===== config.mk =====
export PLATFORM = sky130hd
export DESIGN_NAME = d4_bcd_scan_display_flat
export DESIGN_NICKNAME = d
export VERILOG_FILES = /design/src/rtl/bcd_display_pkg.sv /design/src/rtl/d4_bcd_scan_display_if.sv /design/src/rtl/bcd_to_7seg.sv /design/src/rtl/d4_bcd_scan_display.sv /design/src/flat_wrapper.sv
export SDC_FILE = /design/constraint.sdc
export NUM_CORES = 1
export LEC_CHECK = 0
export ABC_AREA = 1
export BUFFER_PORTS_ARGS = -buffer_cell sky130_fd_sc_hd__buf_2
export CORE_AREA = 2 2 83 85
export CTS_BUF_LIST = sky130_fd_sc_hd__clkbuf_8 sky130_fd_sc_hd__clkbuf_16
export DETAILED_ROUTE_END_ITERATION = 16
export DIE_AREA = 0 0 85 87
export GPL_TIMING_DRIVEN = 1
export PLACE_DENSITY = 0.61
export REMOVE_ABC_BUFFERS = 1
export SLEW_MARGIN = 10
export SYNTH_ARGS = -nofsm -noshare
export SYNTH_HDL_FRONTEND = slang
export SYNTH_SLANG_ARGS = --single-unit
export TNS_END_PERCENT = 5

===== constraint.sdc =====
create_clock -name clk -period 2.4 [get_ports clk]
set_input_delay 0.72 -clock clk [delete_from_list [all_inputs] [get_ports clk]]
set_output_delay 0.72 -clock clk [all_outputs]
set_load 0.02 [all_outputs]

===== src/rtl/bcd_display_pkg.sv =====
// rtl/bcd_display_pkg.sv - shared segment/anode constants and types for BCD display blocks
package bcd_display_pkg;

    typedef logic [3:0] bcd_t;
    typedef logic [6:0] seg_t;
    typedef logic [3:0] an_t;

    // segment order {a,b,c,d,e,f,g}, active-high
    localparam seg_t SEG_0     = 7'b1111110;
    localparam seg_t SEG_1     = 7'b0110000;
    localparam seg_t SEG_2     = 7'b1101101;
    localparam seg_t SEG_3     = 7'b1111001;
    localparam seg_t SEG_4     = 7'b0110011;
    localparam seg_t SEG_5     = 7'b1011011;
    localparam seg_t SEG_6     = 7'b1011111;
    localparam seg_t SEG_7     = 7'b1110000;
    localparam seg_t SEG_8     = 7'b1111111;
    localparam seg_t SEG_9     = 7'b1111011;
    localparam seg_t SEG_DASH  = 7'b0000001;
    localparam seg_t SEG_BLANK = 7'b0000000;

    localparam an_t AN_NONE = 4'b0000;
    localparam an_t AN_D1   = 4'b1000;
    localparam an_t AN_D2   = 4'b0100;
    localparam an_t AN_D3   = 4'b0010;
    localparam an_t AN_D4   = 4'b0001;

    function automatic an_t an_onehot(input logic [1:0] idx);
        case (idx)
            2'd0:    return AN_D1;
            2'd1:    return AN_D2;
            2'd2:    return AN_D3;
            default: return AN_D4;
        endcase
    endfunction

endpackage


===== src/rtl/d4_bcd_scan_display_if.sv =====
// rtl/d4_bcd_scan_display_if.sv - digit inputs and multiplexed display outputs
interface d4_bcd_scan_display_if;
    import bcd_display_pkg::*;

    bcd_t abcd1;
    bcd_t abcd2;
    bcd_t abcd3;
    bcd_t abcd4;
    logic en;
    seg_t seg;
    an_t  an;
    logic frame;

    modport master (
        output abcd1, abcd2, abcd3, abcd4, en,
        input  seg, an, frame
    );

    modport slave (
        input  abcd1, abcd2, abcd3, abcd4, en,
        output seg, an, frame
    );

endinterface


===== src/rtl/bcd_to_7seg.sv =====
// rtl/bcd_to_7seg.sv - combinational BCD to 7-segment decode, dash for codes 10-15
module bcd_to_7seg
    import bcd_display_pkg::*;
(
    input  bcd_t bcd,
    output seg_t seg
);

    always_comb begin
        seg = SEG_DASH;
        case (bcd)
            4'd0:    seg = SEG_0;
            4'd1:    seg = SEG_1;
            4'd2:    seg = SEG_2;
            4'd3:    seg = SEG_3;
            4'd4:    seg = SEG_4;
            4'd5:    seg = SEG_5;
            4'd6:    seg = SEG_6;
            4'd7:    seg = SEG_7;
            4'd8:    seg = SEG_8;
            4'd9:    seg = SEG_9;
            default: seg = SEG_DASH;
        endcase
    end

endmodule


===== src/rtl/d4_bcd_scan_display.sv =====
// rtl/d4_bcd_scan_display.sv - 4-digit multiplexed 7-segment driver with per-frame snapshot
module d4_bcd_scan_display
    import bcd_display_pkg::*;
#(
    parameter int SCAN_DIV = 1000,
    parameter bit BLANK_LZ = 1'b1
) (
    input logic clk,
    input logic rst,
    d4_bcd_scan_display_if.slave bus
);

    localparam int CNT_W = (SCAN_DIV > 1) ? $clog2(SCAN_DIV) : 1;
    localparam logic [CNT_W-1:0] CNT_LAST = CNT_W'(SCAN_DIV - 1);

    logic [CNT_W-1:0] cnt;
    logic [1:0]       idx;
    bcd_t [3:0]       snap;
    bcd_t [3:0]       cur;
    bcd_t             digit;
    seg_t             dec;
    seg_t             seg_next;
    seg_t             seg_q;
    an_t              an_q;
    logic             frame_q;
    logic             tick;
    logic             frame_start;
    logic             z1, z2, z3;
    logic             blank;

    assign tick        = (cnt == CNT_LAST);
    assign frame_start = tick && (idx == 2'd0);

    // At a capturing frame start the first digit comes straight from the inputs,
    // so the whole frame shows one consistent set of values.
    always_comb begin
        if (frame_start && bus.en) begin
            cur = {bus.abcd4, bus.abcd3, bus.abcd2, bus.abcd1};
        end else begin
            cur = snap;
        end
    end

    assign digit = cur[idx];

    // Blank only while this digit and every more-significant one is zero.
    always_comb begin
        z1    = (cur[0] == 4'd0);
        z2    = z1 && (cur[1] == 4'd0);
        z3    = z2 && (cur[2] == 4'd0);
        blank = 1'b0;
        case (idx)
            2'd0:    blank = z1;
            2'd1:    blank = z2;
            2'd2:    blank = z3;
            default: blank = 1'b0;
        endcase
        blank = blank && BLANK_LZ;
    end

    bcd_to_7seg u_dec (
        .bcd (digit),
        .seg (dec)
    );

    assign seg_next = blank ? SEG_BLANK : dec;

    always_ff @(posedge clk) begin
        if (rst) begin
            cnt     <= '0;
            idx     <= 2'd0;
            snap    <= '0;
            seg_q   <= SEG_BLANK;
            an_q    <= AN_NONE;
            frame_q <= 1'b0;
        end else begin
            cnt     <= tick ? '0 : cnt + 1'b1;
            frame_q <= frame_start;
            if (tick) begin
                idx   <= idx + 2'd1;
                seg_q <= seg_next;
                an_q  <= an_onehot(idx);
            end
            if (frame_start && bus.en) begin
                snap <= cur;
            end
        end
    end

    assign bus.seg   = seg_q;
    assign bus.an    = an_q;
    assign bus.frame = frame_q;

endmodule


===== src/flat_wrapper.sv =====
// flat-port wrapper written by rule: the top's interface ports become plain ports
module d4_bcd_scan_display_flat import bcd_display_pkg::*;
#(
    parameter int SCAN_DIV = 1000,
    parameter bit BLANK_LZ = 1'b1
)
  (clk, rst, bus_abcd1, bus_abcd2, bus_abcd3, bus_abcd4, bus_en, bus_seg, bus_an, bus_frame);
  d4_bcd_scan_display_if bus_i ();
  input logic clk;
  input logic rst;
  input wire logic [$bits(bus_i.abcd1)-1:0] bus_abcd1;
  input wire logic [$bits(bus_i.abcd2)-1:0] bus_abcd2;
  input wire logic [$bits(bus_i.abcd3)-1:0] bus_abcd3;
  input wire logic [$bits(bus_i.abcd4)-1:0] bus_abcd4;
  input wire logic [$bits(bus_i.en)-1:0] bus_en;
  output wire logic [$bits(bus_i.seg)-1:0] bus_seg;
  output wire logic [$bits(bus_i.an)-1:0] bus_an;
  output wire logic [$bits(bus_i.frame)-1:0] bus_frame;
  assign bus_i.abcd1 = bus_abcd1;
  assign bus_i.abcd2 = bus_abcd2;
  assign bus_i.abcd3 = bus_abcd3;
  assign bus_i.abcd4 = bus_abcd4;
  assign bus_i.en = bus_en;
  assign bus_seg = bus_i.seg;
  assign bus_an = bus_i.an;
  assign bus_frame = bus_i.frame;
  d4_bcd_scan_display #(.SCAN_DIV(SCAN_DIV), .BLANK_LZ(BLANK_LZ)) u_core (.clk(clk), .rst(rst), .bus(bus_i));
endmodule

# Word-level counts from Yosys, hierarchy flattened
# Memories as Yosys holds them, arrays and structs flattened.
# Index checks and enable logic that the tools add are counted.
# W data, S select, Z words.
totals:
  regBits: 40
  mem_bits_ro: 112
  inputBits: 19
  output_inout_bits: 12
  elab_cells: 31
  memories: 1
mem_list:
  columns: ["name", "words", "word_bits", "rd", "rd_clocked_by_memory_dff", "wr", "line_no", "text"]
  rows:
  - ["(name not given)", 16, 7, 1, 0, 0, "bcd_to_7seg.sv:11", "case (bcd)"]
classes:
  add_sub_neg: 2
  order_cmp: 1
  eq_ne: 3
  mux: 6
  n_reduce_logical: 9
op_table:
  columns: ["operator", "n"]
  rows:
  - ["$mux W16", 1]
  - ["$logic_not A4 Y1", 3]
  - ["$pmux W4 S3", 1]
  - ["$add A10 B1 Y10 const B", 1]
  - ["$eq A10 B10 Y1 const B", 1]
  - ["$bmux W4 S2", 1]
  - ["$mux W7", 1]
  - ["$logic_and A1 B1 Y1", 4]
  - ["$mux W4", 1]
  - ["$lt A2 B3 Y1 const B", 1]
  - ["$pmux W1 S3", 1]
  - ["$add A2 B1 Y2 const B", 1]
  - ["$eq A2 B1 Y1 const B", 1]
  - ["$eq A2 B2 Y1 const B", 1]
  - ["$logic_not A2 Y1", 1]
  - ["$reduce_or A2 Y1", 1]

# Depth between registers and ports, before layout
logic_depth:
  word_depth: 9
  depth_mapped: 18
  depth_no_buf: 17

# Cells and area by module
# Synthesis repeated with hierarchy kept, for this count alone.
hier_totals:
  hier_cells: 310
  area_unflattened_um2: 2123.3
modules_own_cells:
  columns: ["mod", "n_inst", "cells_per_inst", "area_each_um2", "seq_area_each_um2"]
  rows:
  - ["d4_bcd_scan_display", 1, 274, 1930.6, 800.8]
  - ["bcd_to_7seg", 1, 36, 192.7, 0.0]

# Worst setup path before layout
# No wires, ideal clock.
synth_path:
  kind: "flip-flop to flip-flop"
  startpoint: "register u_core.idx[0]"
  endpoint: "register u_core.seg_q[3] (netlist: u_core.bus.seg[3])"
  setup_time_ns: 0.120
  t_arrival_ns: 2.497
  required_time_ns: 2.280
  path_slack_ns: -0.217
  stages_incl_launch_ff: 19
  path_buffers: 3
  synth_period_minus_slack_ns: 2.617
  cell_sequence: "dfxtp_1 clkbuf_1 inv_1 buf_2 ha_1 buf_2 nand4_2 clkinv_1 nand2_1 nand2_1 nand2_1 o211ai_1 o21a_1 inv_1 ha_1 nand3_1 nand3_1 nand2_1 o21bai_2"
synth_via:
  elab_chain_cells: 9
  elab_cells_between_ends: 16
  classes_between: "2 x eq/ne; 5 x mux; 8 x reduce/logical; 1 x memory"
synth_rtl:
  columns: ["item", "line_no", "text"]
  rows:
  - ["start: declaration", "d4_bcd_scan_display.sv:17", "logic [1:0] idx;"]
  - ["start signal: assignment", "d4_bcd_scan_display.sv:80", "idx <= idx + 2'd1;"]
  - ["parallel branches: the longest is 8 deep, another holds $mem_v2 Z16 W7", null, null]
  - ["$mux W7 *", "d4_bcd_scan_display.sv:66", "assign seg_next = blank ? SEG_BLANK : dec;"]
  - ["end signal: assignment", "d4_bcd_scan_display.sv:81", "seg_q <= seg_next;"]
  - ["end: declaration", "d4_bcd_scan_display.sv:23", "seg_t seg_q;"]
# Every way passes the cells marked *. The select of a mux whose other input is x is not followed.
# A chain may end at the register's enable or synchronous reset.

# Worst setup path after layout
layout_path:
  startpoint: "register u_core.cnt[1]"
  endpoint: "register u_core.seg_q[3] (netlist: u_core.bus.seg[3])"
layout_via:
  elab_chain_cells: 9
  elab_cells_between_ends: 14
  classes_between: "1 x eq/ne; 5 x mux; 7 x reduce/logical; 1 x memory"
layout_rtl:
  columns: ["item", "line_no", "text"]
  rows:
  - ["start: declaration", "d4_bcd_scan_display.sv:16", "logic [CNT_W-1:0] cnt;"]
  - ["start signal: assignment", "d4_bcd_scan_display.sv:77", "cnt <= tick ? '0 : cnt + 1'b1;"]
  - ["$eq A10 B10 Y1 *", "d4_bcd_scan_display.sv:31", "assign tick = (cnt == CNT_LAST);"]
  - ["parallel branches: the longest is 8 deep, another holds $mem_v2 Z16 W7", null, null]
# Marks and branches as above.

==> results summary <==
The leakage power of the design is between 1 and 1.5 nW. The arrival time at the worst endpoint came out at 2.53 ns. In the detailed route, the total length drawn on met2 is around 2.6 mm. The wire length on met3 came out at roughly 230 µm. TritonCTS built the clock tree.

STA classifies the critical path startpoint as a flip-flop. Across the VDD grid, the largest voltage drop is roughly 0.25 mV. The uppermost metal layer occupied by signal nets is met4. The routed metal-1 wire length is 2.521 mm. The clock tree synthesis step divided the H-tree into 2 levels.

The top fanout value on the critical path came out at 3. The average instance in the mapped netlist occupies between 7 and 8 µm². The fraction of the core area covered by cells at the end of the flow came out at 0.4499. The setup path with the least slack is of type flip-flop to flip-flop. The transition time at the pin with the least slew margin came out at 0.4748 ns. The final HPWL from detailed placement came out at between 4 and 5 mm. The highest clock frequency the design can meet came out at between 0.4 and 0.5 GHz.

The sequential fraction of the synthesis area came out at 0.3516. The commonest cells after synthesis are nand2_1 (73), inv_1 (41), dfxtp_1 (40). In the post-synthesis netlist, the cell with the most instances is nand2_1. In this run the worst hold path is classified as flip-flop to flip-flop.

The initial standard-cell utilization of the core came out at 0.3467. The largest family of logic cells by synthesized area is simple AND/OR/NAND/NOR gates. After floorplanning, the core was divided into 30 placement rows.

The worst slack at placement came out at -0.04053 ns. The simple-gate portion of the synthesized area is 0.3775. The die boundary width is 85 µm.

The CTS buffer count came out at 5. The fraction of the cycle the final worst path needs is 0.9544. The power density over the cells is around 440 mW/mm². The buffering stage count on the worst path with inverters included is 1. The total DRC errors in the routed layout is 0. The number of different library cells in the post-synthesis netlist is 36. The slowest library cell on the worst path is dfxtp_2. For this run, the detailed router's first-pass iteration total came to 4. The final global-route overflow total came out at 0. The smallest clock period supported by the final layout is computed as 2.290 ns. The total setup violations reported at the end of the flow came out at 0. The number of global-route vias before repair was 1926. The data required time of the critical path is between 2 and 3 ns. The first-pass GRT wire length came out at 8.769 mm.

The antenna violation net count after detailed routing is 0. The post-synthesis instance total came out at ~320. The area of the die came out at about 0.0074 mm².

The synthesized-area fraction occupied by adder cells is 0.07143. The die height came out at roughly 87 µm. The complex-gate fraction of the synthesized area was 0.09835. The highest cell delay on the worst timing path is approximately 0.36 ns. Counting every sink on the clock net gives 40. The layout overhead on the synthesized area is 29.78%. The number of antenna violations at the first check in global routing came out at 0. The average detailed-routed wire length per instance came out at between 10 and 15 µm.

Dividing the detail-routed via count by the number of cells gives roughly 4.6. Entering global routing, the biggest net connects 18 pins. The count of port buffers added during placement came out at 30. The flop and latch count out of synthesis came out at 40.

The worst hold margin is approximately 0.47 ns. Of the total synthesized cell area, the portion taken by XOR and XNOR cells is 0.007692. In the final layout, the share of cells above drive strength 1 is 0.3254.

The tree is rooted in a clkbuf_8. Ranked by total cell area, the synthesized netlist is headed by dfxtp_1 (35%), nand2_1 (12%), ha_1 (7.1%). The worst-case headroom to the max-slew limit is 0.6827. The aggregate global-route resource usage is 0.1508.

The synthesized design contains 0 enable-type register cells. The post-layout worst setup margin came out at about 0.11 ns. The biggest area contributor in the post-synthesis netlist is dfxtp_1.

The area of the placeable core is 0.006569 mm². The setup clock skew after layout came out at 0.01069 ns. The kind of cell adding the most delay to the critical path is simple AND/OR/NAND/NOR gates.

The summed negative setup slack over all endpoints came out at 0 ns. The total number of vias came out at between 2k and 2.5k. The share of async-settable or async-resettable flops after synthesis is 0.

The final wirelength came out at roughly 5.5 mm. The violation count after the first detailed-route iteration is between 100 and 150. The number of warning messages in the yosys log is 0. The max-capacitance violation count is 0.

After the last flow step, the layout net total stands at around 410. The count of fill cells added during filler insertion is 647. The netlist area before placement came out at 0.002277 mm². The placed cell area is roughly 0.0027 mm².

The clock latency at the later pin of the worst-skew pair came out at around 0.30 ns. The number of hold violations in the final report came out at 0. The clock input transition at the sequential cells of the worst setup and hold paths is 0.08 ns. The I/O pin total is 31.

Setup repair after global routing could not meet its margin everywhere. The antenna cell count came out at 0. Of the post-synthesis cell area, the dominant cell type holds 0.3516. The final instance area is 0.002955 mm². The capturing element type of the critical path is a flip-flop.

For this run, the leading register cell type out of synthesis is dfxtp_1. The run finished with clean final reports. The mux cell area share after synthesis came out at 0. The final number of max-transition violations is 0. In this run the deepest clock path goes through 2 buffers. The congestion estimate from routability-driven global placement came to approximately 0.86. Walking the worst path, the cells encountered are ha_4 -> nand2_4 -> nor2_4 -> nand2_2 -> nor2_4 -> nand3_4 -> nand2_4 -> o21ai_4 -> o211ai_1 -> o21a_1 -> inv_2 -> ha_4 -> nand3_2 -> nand3_2 -> nand2_2 -> o21bai_2.
==> kinds of logic (layout without fill, tap and decap cells) <==
logic type                 count (synthesis)  in the layout
and+or+nand+nor                          176            176
buffers and inverters                     54            115
DFF                                       40             40
AOI/OAI and AO/OA                         32             32
adders and majority gates                 13             13
xor gates and xnor gates                   2              2
==> layout make-up <==
| cell class | instances | area (µm²) | share of cell area |
|---|---|---|---|
| multi-input cells | 223 | 1371 | 0.4640 |
| repair buffers | 62 | 397.9 | 0.1346 |
| clock inverters | 3 | 42.54 | 0.01439 |
| clock buffers | 5 | 68.82 | 0.02329 |
| flip-flops and latches | 40 | 805.8 | 0.2727 |
| inverters | 45 | 168.9 | 0.05716 |
| well taps | 80 | 100.1 | 0.03387 |
==> worst paths after layout <==
kind | start | end | slack, ns | cells past startpoint
worst min register to register | u_core.bus.seg[2] | u_core.bus.seg[2] | 0.47 | 2
worst min-delay path | u_core.bus.seg[2] | u_core.bus.seg[2] | 0.47 | 2
worst max-delay path | u_core.cnt[1] | u_core.bus.seg[3] | 0.11 | 16
worst max register to register | u_core.cnt[1] | u_core.bus.seg[3] | 0.11 | 16
==> cell usage in the layout, fill, tap and decap left out, types with 3 or more instances in the layout <==
cell	synthesis	layout
nor3_1	4	4
nand4_1	5	5
clkbuf_8	0	5
dfxtp_1	40	36
nand3_1	28	25
dfxtp_2	0	4
nand2_1	73	68
nand3_2	4	6
inv_2	3	5
nand3b_1	5	5
nor2_1	39	38
nand2_2	5	8
buf_2	2	30
buf_4	0	30
ha_1	13	7
o21ai_1	3	3
ha_2	0	4
o21bai_2	5	5
inv_1	41	39
o21ai_0	9	8
nor2_4	3	4
nand2_4	2	4
a21oi_1	9	9
==> where the power goes <==
part	switching [mW]	internal (mW)	leakage, nW	total, mW
registers	0.00438	0.668	0.324	0.672
clock network	0.249	0.308	0.0541	0.557
logic	0.0356	0.0273	1.02	0.0630
==> sequential cells by signal, summed over array words and instances (netlist names) <==
register / cells
u_core.snap: 16
u_core.cnt: 10
u_core.bus.seg: 7
u_core.bus.an: 4
u_core.idx: 2
u_core.bus.frame: 1
==> tightest hold or removal path, delay by kind of cell (launching register included) <==
family / cells / cell delay (ns)
flops: 1 / 0.32
compound gates: 1 / 0.05
simple gates: 1 / 0.06
==> routing by layer <==
| layer | vias to the layer above | track usage |
|---|---|---|
| met3 | 4 | 0.02654 |
| met2 | 42 | 0.2543 |
| li1 | 1115 | - |
| met5 | - | 0 |
| met1 | 949 | 0.1912 |
| met4 | 0 | 0.06061 |
==> per-stage QoR <==
step	cells	power, mW
CTS	454	1.303
global placement	446	0.7425
detailed placement	446	0.7430
global route	458	1.339
finish	458	1.292
floorplan	308	0.7027
==> repair_timing <==
| action | in CTS | in global routing |
|---|---|---|
| hold buffers | 0 | 0 |
| resized for setup | 0 | 32 |
| endpoints found under the setup margin | 0 | 7 |
| buffers inserted | 0 | 4 |
(Power assumes the default switching activity.)
